### config.mk
export PLATFORM = sky130hd
export DESIGN_NAME = ahb_bus_arbiter
export DESIGN_NICKNAME = d
export VERILOG_FILES = /design/src/rtl/ahb_bus_arbiter.sv
export SDC_FILE = /design/constraint.sdc
export NUM_CORES = 1
export LEC_CHECK = 0
export BUFFER_PORTS_ARGS = -buffer_cell sky130_fd_sc_hd__clkbuf_2
export CAP_MARGIN = 15
export CORE_AREA = 2 2 39 41
export CTS_CLUSTER_SIZE = 12
export DETAILED_ROUTE_END_ITERATION = 16
export DIE_AREA = 0 0 41 43
export MAX_ROUTING_LAYER = met4
export SETUP_SLACK_MARGIN = 0.15
export SLEW_MARGIN = 20
export SYNTH_ARGS = -nofsm -noshare
export SYNTH_HDL_FRONTEND = slang
export SYNTH_SLANG_ARGS = --single-unit
### constraint.sdc
create_clock -name clk -period 4.05 [get_ports clk]
set_input_delay 0.405 -clock clk [delete_from_list [all_inputs] [get_ports clk]]
set_output_delay 0.405 -clock clk [all_outputs]
set_load 0.02 [all_outputs]
### src/rtl/ahb_bus_arbiter.sv
// AHB bus arbiter: one-hot grant, address-phase owner and data-phase owner for up to four masters.
// Latency: request at an arbitration point -> hgrant_o next cycle; ownership follows on the next HREADY edge.
// Backpressure: hready_i=0 freezes ownership and blocks arbitration; locked or SEQ/BUSY transfers hold the grant.
// Optional feature macro: ARB_ROUND_ROBIN_EN (defined = round-robin, undefined = fixed lowest-index priority).

module ahb_bus_arbiter #(
  parameter int NUM_MASTERS    = 4,
  parameter int MW             = 2,
  parameter int DEFAULT_MASTER = 0
) (
  input  logic                   clk,
  input  logic                   rst_n,
  input  logic [NUM_MASTERS-1:0] hbusreq_i,
  input  logic [NUM_MASTERS-1:0] hlock_i,
  input  logic [1:0]             htrans_i,
  input  logic                   hready_i,
  output logic [NUM_MASTERS-1:0] hgrant_o,
  output logic [MW-1:0]          hmaster_o,
  output logic [MW-1:0]          hmaster_d_o,
  output logic                   hmastlock_o
);

  localparam logic [1:0]    HTRANS_IDLE   = 2'b00;
  localparam logic [1:0]    HTRANS_NONSEQ = 2'b10;
  localparam logic [MW-1:0] DEF_IDX       = MW'(DEFAULT_MASTER);

  // Granted master index (G) and the ownership pipeline.
  logic [MW-1:0]          gnt_idx_q, gnt_idx_d;
  logic [MW-1:0]          owner_q, owner_d;
  logic [MW-1:0]          downer_q, downer_d;
  logic                   mastlock_q, mastlock_d;

  // Decoded grant and arbitration qualifiers.
  logic [NUM_MASTERS-1:0] gnt_vec;
  logic                   owner_locked;
  logic                   arb_point;
  logic                   sel_vld;
  logic [MW-1:0]          sel_idx;

  // One-hot decode of the registered grant index; only legal indices are ever stored.
  always_comb begin
    gnt_vec = '0;
    for (int i = 0; i < NUM_MASTERS; i++) begin
      gnt_vec[i] = (gnt_idx_q == MW'(i));
    end
  end

  // The granted master holds the bus while it keeps both lock and request asserted.
  always_comb begin
    owner_locked = |(hlock_i & hbusreq_i & gnt_vec);
    arb_point    = hready_i
                 && ((htrans_i == HTRANS_IDLE) || (htrans_i == HTRANS_NONSEQ))
                 && !owner_locked;
  end

`ifdef ARB_ROUND_ROBIN_EN
  // Round-robin pointer: last index that actually became address-phase owner.
  logic [MW-1:0] ptr_q, ptr_d;

  // Pick the requester closest after the pointer, wrapping; the pointer itself is searched last.
  always_comb begin
    int best_dist;
    int dist;
    sel_vld   = 1'b0;
    sel_idx   = DEF_IDX;
    best_dist = NUM_MASTERS;
    dist      = 0;
    for (int i = 0; i < NUM_MASTERS; i++) begin
      dist = (i + NUM_MASTERS - int'(ptr_q) - 1) % NUM_MASTERS;
      if (hbusreq_i[i] && (dist < best_dist)) begin
        best_dist = dist;
        sel_vld   = 1'b1;
        sel_idx   = MW'(i);
      end
    end
  end

  // Pointer advances only when a different master actually takes over the address phase.
  always_comb begin
    ptr_d = ptr_q;
    if (hready_i && (gnt_idx_q != owner_q)) begin
      ptr_d = gnt_idx_q;
    end
  end

  // Pointer register.
  always_ff @(posedge clk or negedge rst_n) begin
    if (!rst_n) begin
      ptr_q <= DEF_IDX;
    end else begin
      ptr_q <= ptr_d;
    end
  end
`else
  // Fixed priority: lowest requesting index wins (descending scan, last hit is the lowest).
  always_comb begin
    sel_vld = 1'b0;
    sel_idx = DEF_IDX;
    for (int i = NUM_MASTERS - 1; i >= 0; i--) begin
      if (hbusreq_i[i]) begin
        sel_vld = 1'b1;
        sel_idx = MW'(i);
      end
    end
  end
`endif

  // Next grant: re-arbitrate only at an arbitration point, park on the default master when idle.
  always_comb begin
    gnt_idx_d = gnt_idx_q;
    if (arb_point) begin
      gnt_idx_d = sel_vld ? sel_idx : DEF_IDX;
    end
  end

  // Ownership follows the current (old) grant on each HREADY edge; data owner trails by one edge.
  always_comb begin
    owner_d    = owner_q;
    downer_d   = downer_q;
    mastlock_d = mastlock_q;
    if (hready_i) begin
      owner_d    = gnt_idx_q;
      downer_d   = owner_q;
      mastlock_d = |(hlock_i & gnt_vec);
    end
  end

  // Grant and ownership registers; reset parks everything on the default master.
  always_ff @(posedge clk or negedge rst_n) begin
    if (!rst_n) begin
      gnt_idx_q  <= DEF_IDX;
      owner_q    <= DEF_IDX;
      downer_q   <= DEF_IDX;
      mastlock_q <= 1'b0;
    end else begin
      gnt_idx_q  <= gnt_idx_d;
      owner_q    <= owner_d;
      downer_q   <= downer_d;
      mastlock_q <= mastlock_d;
    end
  end

  // All outputs come straight from registers (grant via a decode of the registered index).
  always_comb begin
    hgrant_o    = gnt_vec;
    hmaster_o   = owner_q;
    hmaster_d_o = downer_q;
    hmastlock_o = mastlock_q;
  end

endmodule

Word-level counts from Yosys, hierarchy flattened
Index checks and enable logic that the tools add are counted.

cells by class
  multiplexer cells = 9
  bitwise gates (word level) = 3
  equality and inequality tests = 4
  reduce and logical (&&, ||, !) cells = 8

operators with widths
  operator              count
  $and A4 B4 Y4         3
  $mux W2               5
  $reduce_or A4 Y1      2
  $eq A2 B2 Y1 const B  3
  $logic_not A2 Y1      2
  $mux W1               4
  $eq A2 B1 Y1 const B  1
  $logic_and A1 B1 Y1   2
  $logic_not A1 Y1      1
  $logic_or A1 B1 Y1    1

word-level totals
  output and inout port bits = 9
  logic and storage cells = 28
  bits of input ports = 13
  flip-flop bits (word level) = 7

Depth between registers and ports, before layout
Gate-level depths: netlist (run 1).

  word-level depth = 5
  gate-level depth with buffers = 4
  gate-level depth less buffers = 3

Worst setup path before layout (run 1)
Ideal clock, no wire load.

  kind = reg2reg
  start = register gnt_idx_q[0]
  end = register mastlock_q (netlist: hmastlock_o)
  stages on the path, launching flop included = 3
  data required time = 3925 ps
  buffers on the path = 0
  library setup time = 125 ps
  clock period less this slack = 1300 ps
  slack = 2750 ps
  data arrival time = 1175 ps
  cells stage by stage = dfrtp_1 mux4_2 mux2_4

between the ends
  word-level cells in the longest chain between the ends = 3
  elaborated cells between the ends (all ways) = 6
  those cells by class = 3 x eq/ne; 1 x bitwise; 2 x reduce/logical

ends and longest elaborated chain
  item                                  RTL line  RTL
  start: declaration                    28        logic [MW-1:0] gnt_idx_q, gnt_idx_d;
  start signal: assignment              136       gnt_idx_q <= gnt_idx_d;
  $eq A2 B1 Y1 (tied with other cells)  44        gnt_vec[i] = (gnt_idx_q == MW'(i));
  $and A4 B4 Y4 *                       124       mastlock_d = |(hlock_i & gnt_vec);
  $reduce_or A4 Y1 *                    124
  end signal: assignment                139       mastlock_q <= mastlock_d;
  end: declaration                      31        logic mastlock_q, mastlock_d;

Mark *: on every way between the ends. The rest lies on a longest branch, timed or not.
A chain may end at the register's enable or synchronous reset.

Worst setup path after layout (run 1)
  start = register gnt_idx_q[0]
  end = output port hgrant_o[2]

between the ends
  word-level cells in the longest chain between the ends = 1

ends and longest elaborated chain
  item              RTL line  RTL
  $eq A2 B2 Y1      44
  end: declaration  17        output logic [NUM_MASTERS-1:0] hgrant_o,

No other way between the ends.

==> results of run 1 <==
-- flip-flops by register name, summed over array words and instances (netlist names) --
register     count
gnt_idx_q        2
hmaster_d_o      2
hmaster_o        2
hmastlock_o      1
-- through the flow --
stage / hold slack, ns / setup WS [ns] / utilization (%)
finish: 0.369 / 2.53 / 38.5
global route: 0.342 / 2.41 / 38.5
CTS: 0.355 / 2.51 / 38.5
detailed placement: 0.245 / 2.66 / 35.8
global placement: 0.247 / 2.66 / 35.8
floorplan: 0.109 / 2.75 / -
-- power breakdown --
part	switching, W	internal (W)	total (W)
sequential	0.0000134	0.0000840	0.0000974
clock	0.0000233	0.0000359	0.0000592
combinational	0.0000421	0.0000367	0.0000789
-- timing repair --
action,4_1_cts,5_1_grt
hold buffers,1,0
endpoints found under the setup margin,0,0
setup buffers,0,0
endpoints found under the hold margin,7,0
-- path summary, 6_finish.rpt --
path / startpoint / endpoint / slack [ns]
worst min-delay path: hbusreq_i[0] / gnt_idx_q[1]$_DFFE_PN0P_ / 0.37
worst max-delay path: gnt_idx_q[0]$_DFFE_PN0P_ / hgrant_o[2] / 2.53
max in group asynchronous: rst_n / hmaster_d_o[0]$_DFFE_PN0P_ / 3.35
worst max register to register: gnt_idx_q[0]$_DFFE_PN0P_ / hmastlock_o$_DFFE_PN0P_ / 2.65
min in group asynchronous: rst_n / gnt_idx_q[0]$_DFFE_PN0P_ / 0.54
worst min register to register: hmaster_d_o[1]$_DFFE_PN0P_ / hmaster_d_o[1]$_DFFE_PN0P_ / 0.51
-- layer usage --
layer / share of wire [%] / vias up
met4: 0 / 0
met3: 8.7 / 0
li1: - / 168
met1: 46 / 150
met2: 45 / 19
met5: 0 / -
-- layout make-up --
cell class              count  area share [%]
clock buffers               3            4.23
flip-flops and latches      7            32.9
inverters                   1           0.704
well taps                  16            3.76
repair buffers             21            20.7
multi-input cells          22            36.9
clock inverters             1           0.939
-- logic make-up (layout without fill, tap and decap cells) --
group	after synthesis	in the layout
flip-flops	7	7
AO/OA/AOI/OAI	5	5
multiplexers	6	6
buffers and inverters	2	26
AND/OR/NAND/NOR	11	11
-- critical path: stages, from the launching register on --
cell and delay (ns):
sky130_fd_sc_hd__dfrtp_1 0.47, sky130_fd_sc_hd__and2b_2 0.25, sky130_fd_sc_hd__clkbuf_2 0.15
==> impl_metrics.py, run 1 <==
metrics = {
    "die": {
        "floorplan.initialDensity_pct": 27.5,
        "die-area_um2": 1760,
        "die_y_um": 43,
        "die_width_um": 41,
        "io_pins": 22,
        "coreArea_um2": 1380,
        "rows": 14,
    },
    "layout": {
        "antennaDiodeCount": 0,
        "mostFrequentLayoutCell": "sky130_fd_sc_hd__clkbuf_2",
        "layout.cell_area.non_filler_um2": 533,
        "finalNonFillerCells": 71,
        "most_used_cells_in_the_layout_excluding_fill_and_tap_cells": "20 x sky130_fd_sc_hd__clkbuf_2, 7 x sky130_fd_sc_hd__dfrtp_1, 4 x sky130_fd_sc_hd__mux2_2",
        "area_delta_synth_final_pct": 40.1,
        "fillerInstances": 145,
        "drive_above_1_share_pct": 61.8,
        "final_nets": 69,
        "multi_input_gate_area_in_the_final_layout_um2": 196,
        "regArea_um2": 175,
    },
    "synthesis": {
        "synth.most_common_cell": "sky130_fd_sc_hd__dfrtp_1",
        "yosys-top-cells-count": "7 x sky130_fd_sc_hd__dfrtp_1, 4 x sky130_fd_sc_hd__mux2_2, 3 x sky130_fd_sc_hd__nor2_1",
        "synth_xor_xnor_area_share_pct": 0,
        "synth.mux.area_fraction_pct": 21.7,
        "post_synth_top_area_cell": "sky130_fd_sc_hd__dfrtp_1",
        "synth_simple_gate_area_share_pct": 19.7,
        "synthAdderAreaFrac_pct": 0,
        "synth_enable_flop_cells": 0,
        "synth.yosys.warnings": 0,
        "synth_flop_cell": "sky130_fd_sc_hd__dfrtp_1",
        "syn-num-nets": 44,
        "syn_inst": 31,
        "yosys_register_bits": 7,
        "synth_area_in_compound_gates_pct": 10.2,
        "post_synth_instance_area_um2": 380,
        "synthArstFlopShare_pct": 100,
        "syn_avg_cell_area_um2": 12.3,
        "synth.distinct_cells": 20,
        "synth_sequential_area_ratio_pct": 46.1,
        "netlist.area_leader.share_pct": 46.1,
        "dominant_combinational_cell_family_by_area_after_synthesis": "multiplexers",
        "ys_top_cells_by_area": "sky130_fd_sc_hd__dfrtp_1 46%, sky130_fd_sc_hd__mux2_2 12%, sky130_fd_sc_hd__mux4_2 5.9%, sky130_fd_sc_hd__mux2_4 3.9%, sky130_fd_sc_hd__nor2_1 3.0%",
    },
    "global_route": {
        "gr-usage-met3_pct": 3.14,
        "antenna_found_initial": 0,
        "grt_start_max_net_pins": 11,
        "global_route.usage.met2_pct": 16.9,
        "grt.busiest_layer": "met2",
        "met1_routing_resource_usage_after_global_routing_pct": 16.4,
        "first_pass_grt_wire_length_um": 1420,
        "vias_in_the_first_global_route": 336,
        "grt_usage_pct": 12.3,
        "remaining_overflow_grt": 0,
    },
    "sta": {
        "fin_setup_tns_ns": 0,
        "hold_viol_final": 0,
        "setup_violations": 0,
        "finalCriticalPeriod_ns": 1.52,
        "remaining_max_slew_budget_at_the_tightest_pin_pct": 80.9,
        "maxSlewViolCount": 0,
        "max_slew.worst_pin.slew_ns": 0.287,
        "maxClockFrequency_mhz": 658,
        "final.setup_skew_ns": 0.00406,
        "fin_crit_sh_pct": 37.5,
        "rsz0062_at_grt": "false",
    },
    "critical_path": {
        "timing.reg2reg.worst_path_depth": 2,
        "timing.critical_path.fanout_max": 9,
        "startpoint_type": "flop",
        "setup.worst_path.class": "reg2out",
        "critical_path_arrival_ns": 1.11,
        "setup.worst_path.end_class": "output pin",
        "worst-endpoint-required_ns": 3.64,
    },
    "clocking": {
        "cts.root.buffer_cell": "sky130_fd_sc_hd__clkbuf_4",
        "tritoncts.num_buffers": 3,
        "cts_repair_resize_count": 0,
        "cts_buffer_depth": 2,
        "clock_latency_ns": 0.24,
        "cts_tree": "built",
        "htree_num_levels": 1,
        "clock-sinks": 7,
        "cts.clk_slew.worst_paths_ns": 0.05,
    },
    "placement": {
        "hpwl_detailed_um": 670,
        "numPlacedInstances": 66,
        "port_buffers": 20,
        "gp_congestion": 0.745,
        "postPlaceCellArea_um2": 495,
    },
    "power_and_ir_drop": {
        "power_density_nw_per_um2": 442,
        "vdd_ir_drop_max_v": 0.000142,
        "leakage_nw": 0.277,
        "totalPowerFinal_w": 0.000235,
    },
    "route": {
        "antenna_left": 0,
        "drt_iter0_drc": 8,
        "vias": 337,
        "route.detailed.drc": 0,
        "drt_pass1_iterations": 4,
        "drt-total-wl_um": 806,
        "viasPerCell": 4.75,
        "routed_wire_length_per_instance_um": 11.4,
    },
    "run_status": {
        "outcome": "finished clean",
    },
    "job": {
        "max_cap_viol_count": 0,
    },
    "min_path": {
        "worst_hold_path.num_cells": 2,
        "worstHoldPathType": "in2reg",
    },
}
(Power assumes the default switching activity.)
==> run 2, diff against run 1 <==
clock period = 1.4 ns   (was 4.05 ns; I/O delays follow)
==> run 2 against run 1 <==
Global-route usage rose by 0.051 points; register-to-register slack got worse by 2.5 ns; sequential power grew to 2.9 times the previous value; non-clock buffer count up 2; cell area grew 8.9%; critical path depth unchanged; first-iteration DRC count down 63%; via count grew 6.2%; critical path type is now reg2reg; critical endpoint is now hmastlock_o$_DFFE_PN0P_; largest power group unchanged; highest routed layer unchanged.
==> impl_metrics.py, run 2 (synthesis gave the netlist of run 1 again) <==
metrics = {
    "run_status": {
        "outcome": "finished clean",
    },
    "critical_path": {
        "regToRegSetupSlack_ns": 0.13,
        "timing.rr.end": "hmastlock_o$_DFFE_PN0P_",
        "worst-endpoint-required_ns": 1.53,
        "worst_path_largest_cell_delay_ns": 0.51,
        "timing.critical_path.from": "gnt_idx_q[0]$_DFFE_PN0P_",
        "setup.worst_path.class": "reg2reg",
        "timing.reg2reg.worst_path_depth": 2,
        "crit_family": "multiplexers",
        "crit_path_end": "hmastlock_o$_DFFE_PN0P_",
        "cpMaxStageDelayCell": "sky130_fd_sc_hd__mux4_2",
        "worstSetupPathDepth": 2,
        "worst_r2r_startpoint": "gnt_idx_q[0]$_DFFE_PN0P_",
        "critPathBufInv": 0,
        "timing.critical_path.fanout_max": 2,
        "cells_traversed_along_the_worst_timing_path": "mux4_2 -> mux2_4",
        "critical_path_arrival_ns": 1.40,
        "startpoint_type": "flop",
        "setup.worst_path.end_class": "flop",
    },
    "sta": {
        "fin_setup_tns_ns": 0,
        "setup_violations": 0,
        "maxClockFrequency_mhz": 790,
        "postLayoutSetupSlackWorst_ns": 0.135,
        "maxSlewViolCount": 0,
        "remaining_max_slew_budget_at_the_tightest_pin_pct": 81.2,
        "fin_crit_sh_pct": 90.4,
        "hold_slack_ns": 0.0949,
        "hold_viol_final": 0,
        "max_slew.worst_pin.slew_ns": 0.279,
        "rsz0062_at_grt": "true",
        "final.setup_skew_ns": 0.00224,
        "finalCriticalPeriod_ns": 1.27,
    },
    "placement": {
        "numPlacedInstances": 67,
        "port_buffers": 20,
        "hpwl_detailed_um": 673,
        "gp_congestion": 0.745,
        "pre_cts_slack_ns": 0.152,
        "postPlaceCellArea_um2": 503,
    },
    "power_and_ir_drop": {
        "vdd_ir_drop_max_v": 0.000393,
        "leakage_nw": 0.291,
        "power_density_nw_per_um2": 1260,
    },
    "clocking": {
        "cts.clk_slew.worst_paths_ns": 0.05,
        "clock_latency_ns": 0.25,
        "cts.root.buffer_cell": "sky130_fd_sc_hd__clkbuf_4",
        "cts_buffer_depth": 2,
        "clock-sinks": 7,
        "tritoncts.num_buffers": 3,
        "htree_num_levels": 1,
        "cts_tree": "built",
    },
    "min_path": {
        "worstHoldPathType": "in2reg",
    },
    "route": {
        "drt_iter0_drc": 3,
        "antenna_left": 0,
        "vias": 358,
        "route.detailed.drc": 0,
        "viasPerCell": 4.90,
        "routed_wire_length_per_instance_um": 12.5,
        "drt_pass1_iterations": 4,
        "drt-total-wl_um": 913,
    },
    "die": {
        "die_width_um": 41,
        "die-area_um2": 1760,
        "floorplan.initialDensity_pct": 27.5,
        "die_y_um": 43,
        "io_pins": 22,
        "rows": 14,
        "coreArea_um2": 1380,
    },
    "layout": {
        "mostFrequentLayoutCell": "sky130_fd_sc_hd__clkbuf_2",
        "finalNonFillerCells": 73,
        "drive_above_1_share_pct": 64.9,
        "area_delta_synth_final_pct": 52.6,
        "layout.cell_area.non_filler_um2": 581,
        "final_nets": 71,
        "most_used_cells_in_the_layout_excluding_fill_and_tap_cells": "16 x sky130_fd_sc_hd__clkbuf_2, 6 x sky130_fd_sc_hd__dfrtp_1, 4 x sky130_fd_sc_hd__mux2_2",
        "antennaDiodeCount": 0,
        "fillerInstances": 142,
    },
    "global_route": {
        "grt_usage_pct": 12.4,
        "first_pass_grt_wire_length_um": 1360,
        "remaining_overflow_grt": 0,
        "vias_in_the_first_global_route": 326,
        "grt_start_max_net_pins": 11,
        "antenna_found_initial": 0,
    },
    "job": {
        "max_cap_viol_count": 0,
    },
}
-- run 2: layout make-up --
class | instances | area [µm²] | share of cell area, %
Timing Repair Buffer | 23 | 151 | 26.1
Clock buffer | 4 | 26.3 | 4.53
Inverter | 1 | 3.75 | 0.647
Tap cell | 16 | 20.0 | 3.45
Sequential cell | 7 | 176 | 30.4
Multi-Input combinational cell | 22 | 203 | 34.9
-- run 2: per-stage QoR --
stage                     utilization [%]  power (W)
after floorplan                         -   0.000424
after global placement               36.3   0.000515
after detailed placement             36.3   0.000520
after CTS                            41.2   0.000732
after global routing                 42.0   0.000784
final                                42.0   0.000729
-- run 2: worst min-delay path by stage --
stage	slack (ns)	cells past startpoint	endpoint	startpoint
floorplan	-0.16	0	gnt_idx_q[0]$_DFFE_PN0P_	rst_n
global placement	-0.02	1	hmastlock_o$_DFFE_PN0P_	rst_n
detailed placement	-0.02	1	hmaster_d_o[0]$_DFFE_PN0P_	rst_n
CTS	0.09	2	gnt_idx_q[1]$_DFFE_PN0P_	hbusreq_i[0]
global route	0.10	2	gnt_idx_q[1]$_DFFE_PN0P_	hbusreq_i[0]
finish	0.09	2	gnt_idx_q[1]$_DFFE_PN0P_	hbusreq_i[0]
-- run 2: metal layers --
layer  vias up  GRT usage [%]  part of all wire (%)
met5         -              -                     0
met4         0           12.0                     0
met3         0           1.57                   7.7
met2        21           14.4                    45
met1       165           17.3                    47
li1        172              -                     -
-- run 2: power by group --
part           internal, W  switching (W)  total, W
logic             0.000139       0.000137  0.000275
clock network     0.000108      0.0000674  0.000176
registers         0.000244      0.0000341  0.000278
total             0.000491       0.000238  0.000729
-- run 2: worst register-to-register path, delay by kind of cell, from the launching register on --
family        cells  cell delay [ns]
flip-flops        1             0.37
multiplexers      2             0.78
-- run 2: what timing repair did --
item / CTS / global route
buffers inserted: 1 / 0
hold buffers: 1 / 0
gates resized for setup: 7 / 6
setup endpoints to repair: 3 / 6
hold endpoints to repair: 7 / 0
